<file path="config.mk">
export PLATFORM = sky130hd
export DESIGN_NAME = clkgen_multi
export DESIGN_NICKNAME = d
export VERILOG_FILES = /design/src/rtl/clkgen_pkg.sv /design/src/rtl/clkgen_ch.sv /design/src/rtl/clkgen_multi.sv
export SDC_FILE = /design/constraint.sdc
export NUM_CORES = 1
export LEC_CHECK = 0
export CAP_MARGIN = 20
export CORE_UTILIZATION = 60
export DETAILED_ROUTE_END_ITERATION = 7
export GPL_ROUTABILITY_DRIVEN = 0
export HOLD_SLACK_MARGIN = 0.15
export PLACE_DENSITY = 0.84
export RECOVER_POWER = 50
export SKIP_LAST_GASP = 1
export SYNTH_ARGS = -nofsm -noshare
export SYNTH_HDL_FRONTEND = slang
export SYNTH_SLANG_ARGS = --single-unit
export TNS_END_PERCENT = 1
</file>
<file path="constraint.sdc">
create_clock -name in_clk -period 13.55 [get_ports in_clk]
set_input_delay 2.0325 -clock in_clk [delete_from_list [all_inputs] [get_ports in_clk]]
set_output_delay 2.0325 -clock in_clk [all_outputs]
set_load 0.01 [all_outputs]
</file>
<file path="src/rtl/clkgen_pkg.sv">
// rtl/clkgen_pkg.sv - shared types and helpers for the clkgen_multi clock generator
//
// Purpose : configuration record type and the reset-time half-period
//           calculation used by every channel.
// Contents: CFG_BITS default field width, clkgen_cfg_t {high, low},
//           rst_half() clamp helper, ch_bits() channel-select width helper.
package clkgen_pkg;

    localparam int CFG_BITS = 16;

    typedef struct packed {
        logic [CFG_BITS-1:0] high;
        logic [CFG_BITS-1:0] low;
    } clkgen_cfg_t;

    // Half of the divide ratio, clamped so it is never zero and always fits
    // in a phase counter of the given width.
    function automatic longint rst_half(input longint main_hz, input longint clk_hz,
                                        input int bits);
        longint half;
        longint max_len;
        half    = (clk_hz > 0) ? (main_hz / clk_hz / 2) : 1;
        max_len = (longint'(1) << bits) - 1;
        if (half < 1) half = 1;
        if (half > max_len) half = max_len;
        return half;
    endfunction

    // Width of a channel index; a single channel still gets one select bit.
    function automatic int ch_bits(input int n);
        return (n > 1) ? $clog2(n) : 1;
    endfunction

endpackage

</file>
<file path="src/rtl/clkgen_ch.sv">
// rtl/clkgen_ch.sv - one divided-clock channel with shadowed phase lengths
//
// Purpose : generates one divided clock from in_clk. Phase lengths live in an
//           active pair that only changes at a period boundary (or while
//           idle/realigned), fed from a shadow pair written by the top.
// Ports   : in_clk, in_rst   main clock, synchronous active-high reset
//           en               channel enable (idle at CLK_INIT when low)
//           sync             phase-restart request (tied low when unused)
//           wr_en            accepted config write for this channel
//           wr_high, wr_low  new phase lengths for the shadow registers
//           pending          shadow holds a config not yet applied
//           level            generated clock
//           rise             one-cycle strobe in the first cycle level is 1
module clkgen_ch
    import clkgen_pkg::*;
#(
    parameter int MAIN_CLK_HZ = 50_000_000,
    parameter int CLK_HZ      = 10_000,
    parameter bit CLK_INIT    = 1'b0,
    parameter int CTR_BITS    = 16
) (
    input  logic                in_clk,
    input  logic                in_rst,
    input  logic                en,
    input  logic                sync,
    input  logic                wr_en,
    input  logic [CTR_BITS-1:0] wr_high,
    input  logic [CTR_BITS-1:0] wr_low,
    output logic                pending,
    output logic                level,
    output logic                rise
);

    localparam logic [CTR_BITS-1:0] RST_HALF =
        CTR_BITS'(rst_half(longint'(MAIN_CLK_HZ), longint'(CLK_HZ), CTR_BITS));

    logic [CTR_BITS-1:0] cnt;
    logic [CTR_BITS-1:0] act_high;
    logic [CTR_BITS-1:0] act_low;
    logic [CTR_BITS-1:0] sh_high;
    logic [CTR_BITS-1:0] sh_low;

    logic [CTR_BITS-1:0] phase_len;
    logic [CTR_BITS-1:0] last_cnt;
    logic                toggle;
    logic                boundary;
    logic                apply;

    always_comb begin
        phase_len = level ? act_high : act_low;
        // A zero length behaves as one cycle: the last count is then 0.
        last_cnt  = (phase_len == '0) ? '0 : (phase_len - CTR_BITS'(1));
        toggle    = en && !sync && (cnt == last_cnt);
        // Toggling away from the non-idle level ends the period.
        boundary  = toggle && (level != CLK_INIT);
        // Idle and realigned channels take a pending config immediately.
        apply     = pending && (!en || sync || boundary);
    end

    always_ff @(posedge in_clk) begin
        if (in_rst) begin
            level    <= CLK_INIT;
            rise     <= 1'b0;
            cnt      <= '0;
            act_high <= RST_HALF;
            act_low  <= RST_HALF;
            sh_high  <= RST_HALF;
            sh_low   <= RST_HALF;
            pending  <= 1'b0;
        end else begin
            if (!en || sync) begin
                level <= CLK_INIT;
                cnt   <= '0;
                rise  <= 1'b0;
            end else if (toggle) begin
                level <= !level;
                cnt   <= '0;
                rise  <= !level;
            end else begin
                cnt   <= cnt + CTR_BITS'(1);
                rise  <= 1'b0;
            end

            if (apply) begin
                act_high <= sh_high;
                act_low  <= sh_low;
            end

            // wr_en is only raised while pending is clear, so it never
            // collides with apply in the same cycle.
            if (wr_en) begin
                sh_high <= wr_high;
                sh_low  <= wr_low;
            end
            pending <= wr_en || (pending && !apply);
        end
    end

endmodule

</file>
<file path="src/rtl/clkgen_multi.sv">
// rtl/clkgen_multi.sv - multi-channel runtime-programmable clock generator
//
// Purpose : NUM_CH independent divided clocks with per-channel enable,
//           rising-edge strobe and a valid/ready config port whose writes
//           take effect at the addressed channel's next period boundary.
// Option  : CLKGEN_SYNC_EN adds in_sync, a pulse that restarts every enabled
//           channel phase-aligned and applies pending configs.
// Ports   : in_clk, in_rst          main clock, synchronous active-high reset
//           in_sync                 phase-restart pulse (CLKGEN_SYNC_EN only)
//           in_en                   per-channel enable
//           in_cfg_valid            config request
//           out_cfg_ready           config accepted this cycle if valid
//           in_cfg_ch               target channel (out-of-range is dropped)
//           in_cfg_high, in_cfg_low phase lengths in in_clk cycles
//           out_clk                 generated clocks
//           out_rise                first-cycle-high strobe per channel
module clkgen_multi
    import clkgen_pkg::*;
#(
    parameter  int MAIN_CLK_HZ = 50_000_000,
    parameter  int CLK_HZ      = 10_000,
    parameter  bit CLK_INIT    = 1'b0,
    parameter  int NUM_CH      = 2,
    parameter  int CTR_BITS    = 16,
    localparam int CH_W        = ch_bits(NUM_CH)
) (
    input  logic                in_clk,
    input  logic                in_rst,
`ifdef CLKGEN_SYNC_EN
    input  logic                in_sync,
`endif
    input  logic [NUM_CH-1:0]   in_en,
    input  logic                in_cfg_valid,
    output logic                out_cfg_ready,
    input  logic [CH_W-1:0]     in_cfg_ch,
    input  logic [CTR_BITS-1:0] in_cfg_high,
    input  logic [CTR_BITS-1:0] in_cfg_low,
    output logic [NUM_CH-1:0]   out_clk,
    output logic [NUM_CH-1:0]   out_rise
);

    logic              sync;
    logic [NUM_CH-1:0] pending;
    logic [NUM_CH-1:0] wr_en;
    logic              cfg_ready;

`ifdef CLKGEN_SYNC_EN
    assign sync = in_sync;
`else
    assign sync = 1'b0;
`endif

    // Ready follows the addressed channel; an out-of-range channel matches
    // nothing, so ready stays high and the write lands nowhere.
    always_comb begin
        cfg_ready = 1'b1;
        for (int i = 0; i < NUM_CH; i++) begin
            if (in_cfg_ch == CH_W'(i)) cfg_ready = !pending[i];
        end
    end

    assign out_cfg_ready = cfg_ready;

    for (genvar g = 0; g < NUM_CH; g++) begin : g_ch
        assign wr_en[g] = in_cfg_valid && (in_cfg_ch == CH_W'(g)) && !pending[g];

        clkgen_ch #(
            .MAIN_CLK_HZ(MAIN_CLK_HZ),
            .CLK_HZ     (CLK_HZ),
            .CLK_INIT   (CLK_INIT),
            .CTR_BITS   (CTR_BITS)
        ) u_ch (
            .in_clk (in_clk),
            .in_rst (in_rst),
            .en     (in_en[g]),
            .sync   (sync),
            .wr_en  (wr_en[g]),
            .wr_high(in_cfg_high),
            .wr_low (in_cfg_low),
            .pending(pending[g]),
            .level  (out_clk[g]),
            .rise   (out_rise[g])
        );
    end

endmodule

</file>
== Word-level counts from Yosys, hierarchy flattened ==
Cells that the tools add are included.
Widths: inputs -> output; s select.
Cells by class
  $add $sub $neg: 4
  equality and inequality tests: 2
  mux-type cells: 5
  bitwise logic cells: 5
  reductions and logical operators: 32
Operators with widths (number)
  $mux 16: 4
  $add 16x1->16 const B: 2
  $eq 16x16->1: 2
  $logic_not 16->1: 2
  $sub 16x1->16 const B: 2
  $logic_and 1x1->1: 12
  $reduce_or 3->1: 4
  $logic_not 1->1: 8
  $not 1->1: 5
  $logic_or 1x1->1: 4
  $reduce_or 2->1: 2
  $mux 1: 1
Storage, ports and cells
  register bits after elaboration: 166
  input port bits: 38
  word-level logic and storage cells: 64

== Logic depth before layout (Yosys ltp) ==
  depth after elaboration: 11
  gate-level depth with buffers: 17

== Hierarchy ==
Synthesis repeated with hierarchy kept, for this count alone.
Unflattened totals
  cells, all modules: 974
  area total of the unflattened synthesis: 8800.9 µm²
Modules (own cells, without submodules)
  clkgen_ch: times used 2, cells an instance 485, area each 4385.5 µm², seq. area each 1661.6 µm²
  clkgen_multi: times used 1, cells an instance 4, area each 30.0 µm², seq. area each 0.0 µm²

== Least setup slack after synthesis ==
No wires, ideal clock.
  kind: reg-to-reg
  start: register g_ch[1].u_ch.level
  end: register g_ch[1].u_ch.cnt[0]
  arrival time: 4.484 ns
  required time: 13.426 ns
  path slack: 8.942 ns
  stages on the path, launching flop included: 18
  buffers on the path: 6
  clock period less this slack: 4.608 ns
  cell sequence: dfxtp_1 buf_2 buf_2 buf_2 buf_2 buf_2 mux2i_1 ha_1 nor4b_1 o22ai_1 nor3_2 a21oi_1 o32a_1 or4_1 or4_4 nand3b_2 buf_4 nor2_1
On the way
  longest elaborated chain between the ends: 6
  elaborated cells on any way between the ends: 7
  those cells by class: add/sub (1); eq/ne (1); mux (2); reduce/logical (3)
Ends and longest elaborated chain
  start: declaration: line clkgen_ch.sv:30  | output logic level,
  start signal: assignment: line clkgen_ch.sv:76  | level <= !level;
  $mux 16 *: line clkgen_ch.sv:50  | phase_len = level ? act_high : act_low;
  $sub 16x1->16 or $logic_not 16->1 (tied branches): line clkgen_ch.sv:52  | last_cnt = (phase_len == '0) ? '0 : (phase_len - CTR_BITS'(1));
  $mux 16 *: line clkgen_ch.sv:52
  $eq 16x16->1 *: line clkgen_ch.sv:53  | toggle = en && !sync && (cnt == last_cnt);
  $logic_and 1x1->1 *: line clkgen_ch.sv:53
  $reduce_or 3->1 (no line) *
  end signal: assignment: line clkgen_ch.sv:80  | cnt <= cnt + CTR_BITS'(1);
  end: declaration: line clkgen_ch.sv:37  | logic [CTR_BITS-1:0] cnt;
Mark *: on every way between the ends. The rest lies on a longest branch, timed or not.
A chain may end at the register's enable or synchronous reset.

== Final worst setup path ==
  start: register g_ch[1].u_ch.level
  end: register g_ch[1].u_ch.cnt[3]
The elaborated chain is that of the path after synthesis.

==> results.tsv <==
stage	metric	value	unit
status	status	finished with violations	
status	violations	capacitance limit, slew limit	
final_layout	fillers	1073	
floorplanning	dieArea	14500	µm²
cts	cts_buffers	17	
timing	tightest_slew	2.127	ns
global_route	antenna_found_initial	0	
critical_path	worstPathRequired	13.86	ns
floorplanning	ios	43	
timing	final.setup.tns	0	ns
power	ir_worst_vdd	0.09794	mV
cts	clockRootBuffer	clkbuf_16	
routing	vias	7325	
global_route	gr-usage-all-layers	0.2810	
logic_synthesis	synth_seq_cells	166	
global_route	grt_pass1_wl	32.46	mm
critical_path	critical-path-top-delay-family	simple AND/OR/NAND/NOR gates	
final_layout	fin_util	0.6970	
timing	period_minus_slack	6.224	ns
routing	drtAntennaViolNets	0	
timing	period_share	0.4594	
global_route	grt_start_max_net_pins	102	
critical_path	cp_slowest_cell	clkbuf_1	
logic_synthesis	synth_fp_nets	1046	
cts	cts_num_sinks	166	
cts	cts.repair.resized	0	
cts	cts_tree	built	
critical_path	cp_max_fo	48	
floorplanning	fp.dieH	120.4	µm
final_layout	final_layout_size_suffix_gt1_frac	0.06628	
logic_synthesis	synth.avg_cell_area	8.382	µm²
logic_synthesis	syn_area	8416	µm²
final_layout	multiInputGateArea	4758	µm²
routing	avgRoutedWirePerCell	16.61	µm
timing	fmax	160.7	MHz
final_layout	regArea	3323	µm²
logic_synthesis	ys.flop_type	dfxtp_1	
min_path	hp-start	g_ch[0].u_ch.sh_high[1]	
place	place_hpwl	13.94	mm
place	post-place-cells	1170	
place	place.port_buffers	42	
power	p_per_area	111.0	nW/µm²
power	power.leakage	0.003674	µW
cts	cts_hold_buf	0	
floorplanning	start_util	0.6256	
timing	hold_viol_final	0	
timing	maxSlewHeadroom	-0.4181	
final_layout	final_cells	1202	
critical_path	cp_cell_sequence	clkbuf_1, mux2_2, inv_1, ha_1, nor4b_1, o22ai_1, nor3_1, a21oi_1, o32a_1, or4_1, or4_4, nand3b_2, nor2_1	
critical_path	crit_start	g_ch[1].u_ch.level	
routing	dr.pass1.iters	5	
min_path	holdCritPathClass	reg -> reg	
critical_path	path_class	reg -> reg	
critical_path	crit_buf_inv	2	
critical_path	end_kind	register	
critical_path	cp_slowest_stage_delay	1.51	ns
cts	max-clock-path-buffers	2	
power	power.total	1041	µW
final_layout	diodes	0	
floorplanning	rows	42	
cts	clk-insertion-delay-late	0.43	ns
floorplanning	chipWidth	120.4	µm
logic_synthesis	synth_edf_count	0	
logic_synthesis	ys_warn_count	0	
final_layout	layout.nets	1055	
global_route	overflow	0	
logic_synthesis	yosysSeqAreaShare	0.3949	
final_layout	syn2layout_area_growth	11.42	%
cts	postCtsSetupBuffers	0	
routing	drc	0	
logic_synthesis	async_flop_share	0	
timing	finalSetupViolations	0	
critical_path	cp.arrival	6.53	ns
critical_path	setup.worst_path.start_class	register	
logic_synthesis	ys_types	68	
logic_synthesis	syn_inst	1004	
routing	vias_per_cell	6.094	
critical_path	rr_startpoint	g_ch[1].u_ch.level	
timing	maxSlewViolCount	161	
timing	fin_skew	0.008134	ns
flow_run	drv_cap	4	
floorplanning	core_area	13450	µm²
global_route	grt_pass1_vias	6634	
routing	wirelength	19.96	mm
timing	rsz0062_at_grt	false	
routing	drt_iter0_drc	772	
cts	htree_levels	4	
cts	clk_pin_slew	0.07	ns
## layout make-up
| type | instances | area share |
|---|---|---|
| multi-input combinational | 764 | 0.5075 |
| sequential | 166 | 0.3544 |
| timing repair buffer | 49 | 0.04897 |
| clock buffer | 17 | 0.04537 |
| clock inverter | 15 | 0.01428 |
| tap | 176 | 0.02349 |
| inverter | 15 | 0.006005 |
## power by group
part | leakage, µW | total (µW) | switching (µW) | internal, µW
sequential | 0.00135 | 512 | 10.4 | 501
combinational | 0.00206 | 70.2 | 40.5 | 29.6
clock | 0.000264 | 459 | 217 | 242
total | 0.00367 | 1040 | 268 | 773
## tightest hold or removal path: cells and delay by family, from the launching register on
family | cells | cell delay, ns
AND/OR/NAND/NOR | 1 | 0.05
AO/OA/AOI/OAI | 1 | 0.05
flip-flops | 1 | 0.31
## cells in the mapped netlist (all sizes together) (5+ instances only)
master | count | area share
nor4b | 7 | 0.0073
buf | 23 | 0.018
a21oi | 82 | 0.049
a31oi | 5 | 0.0037
xor2 | 28 | 0.029
clkbuf | 36 | 0.016
nor3b | 6 | 0.0054
and3 | 8 | 0.0059
dfxtp | 166 | 0.39
or3 | 9 | 0.0067
nor2 | 130 | 0.058
nand3b | 18 | 0.017
and4 | 6 | 0.0062
mux2 | 13 | 0.017
xnor2 | 21 | 0.022
inv | 15 | 0.0067
a22oi | 6 | 0.0054
o211ai | 7 | 0.0062
nor3 | 36 | 0.022
or4b | 7 | 0.0083
nand3 | 23 | 0.014
nand2 | 141 | 0.063
nand4 | 7 | 0.0052
or4 | 14 | 0.013
nor4 | 11 | 0.0089
mux2i | 74 | 0.088
o21ai | 17 | 0.010
a211o | 11 | 0.011
## cell usage in the layout, fill, tap and decap left out, drive strengths merged, types with 5 or more instances in the layout
cell,count
a211o,11
a21oi,82
a22oi,6
a31oi,5
and3,8
and4,6
buf,5
clkbuf,20
clkdlybuf4s50,37
dfxtp,166
inv,24
mux2,13
mux2i,74
nand2,141
nand3,23
nand3b,18
nand4,7
nor2,130
nor3,36
nor3b,6
nor4,11
nor4b,7
o211ai,7
o21ai,17
or3,9
or4,14
or4b,7
xnor2,21
xor2,28
## registers in the layout, summed over array words and instances (netlist names)
signal	count
g_ch.u_ch.act_low	32
g_ch.u_ch.rise	2
g_ch.u_ch.pending	2
g_ch.u_ch.sh_high	32
g_ch.u_ch.sh_low	32
g_ch.u_ch.act_high	32
g_ch.u_ch.cnt	32
g_ch.u_ch.level	2
## kinds of logic after synthesis
logic type	synth area share
muxes	0.1054
adders and majority gates	0.005947
xor gates and xnor gates	0.05367
buffers and inverters	0.04074
and+or+nand+nor	0.2667
DFF	0.3949
AOI/OAI and AO/OA	0.1326
## routing by layer
layer,wire (µm),share of wire,GRT usage
met1,9418,0.47,0.4010
met2,8851,0.44,0.4217
met3,1347,0.067,0.05613
met4,342,0.017,0.09645
met5,0,0,0
## stage by stage
step / worst slack (ns) / cell area [µm²] / hold WS (ns)
floorplan: 8.942 / 8416 / 0.4357
global placement: 8.241 / 8833 / 0.4425
detailed placement: 8.230 / 8833 / 0.4456
CTS: 8.230 / 9393 / 0.4546
global route: 7.002 / 9376 / 0.4712
finish: 7.326 / 9376 / 0.4543
## path summary, 6_finish.rpt
| path | end | slack (ns) | cells after the start |
|---|---|---|---|
| setup / recovery | g_ch[1].u_ch.cnt[3] | 7.33 | 13 |
| hold reg to reg | g_ch[0].u_ch.sh_high[1] | 0.45 | 2 |
| setup reg to reg | g_ch[1].u_ch.cnt[3] | 7.33 | 13 |
| hold / removal | g_ch[0].u_ch.sh_high[1] | 0.45 | 2 |
Power figures use the tool's default switching activity.
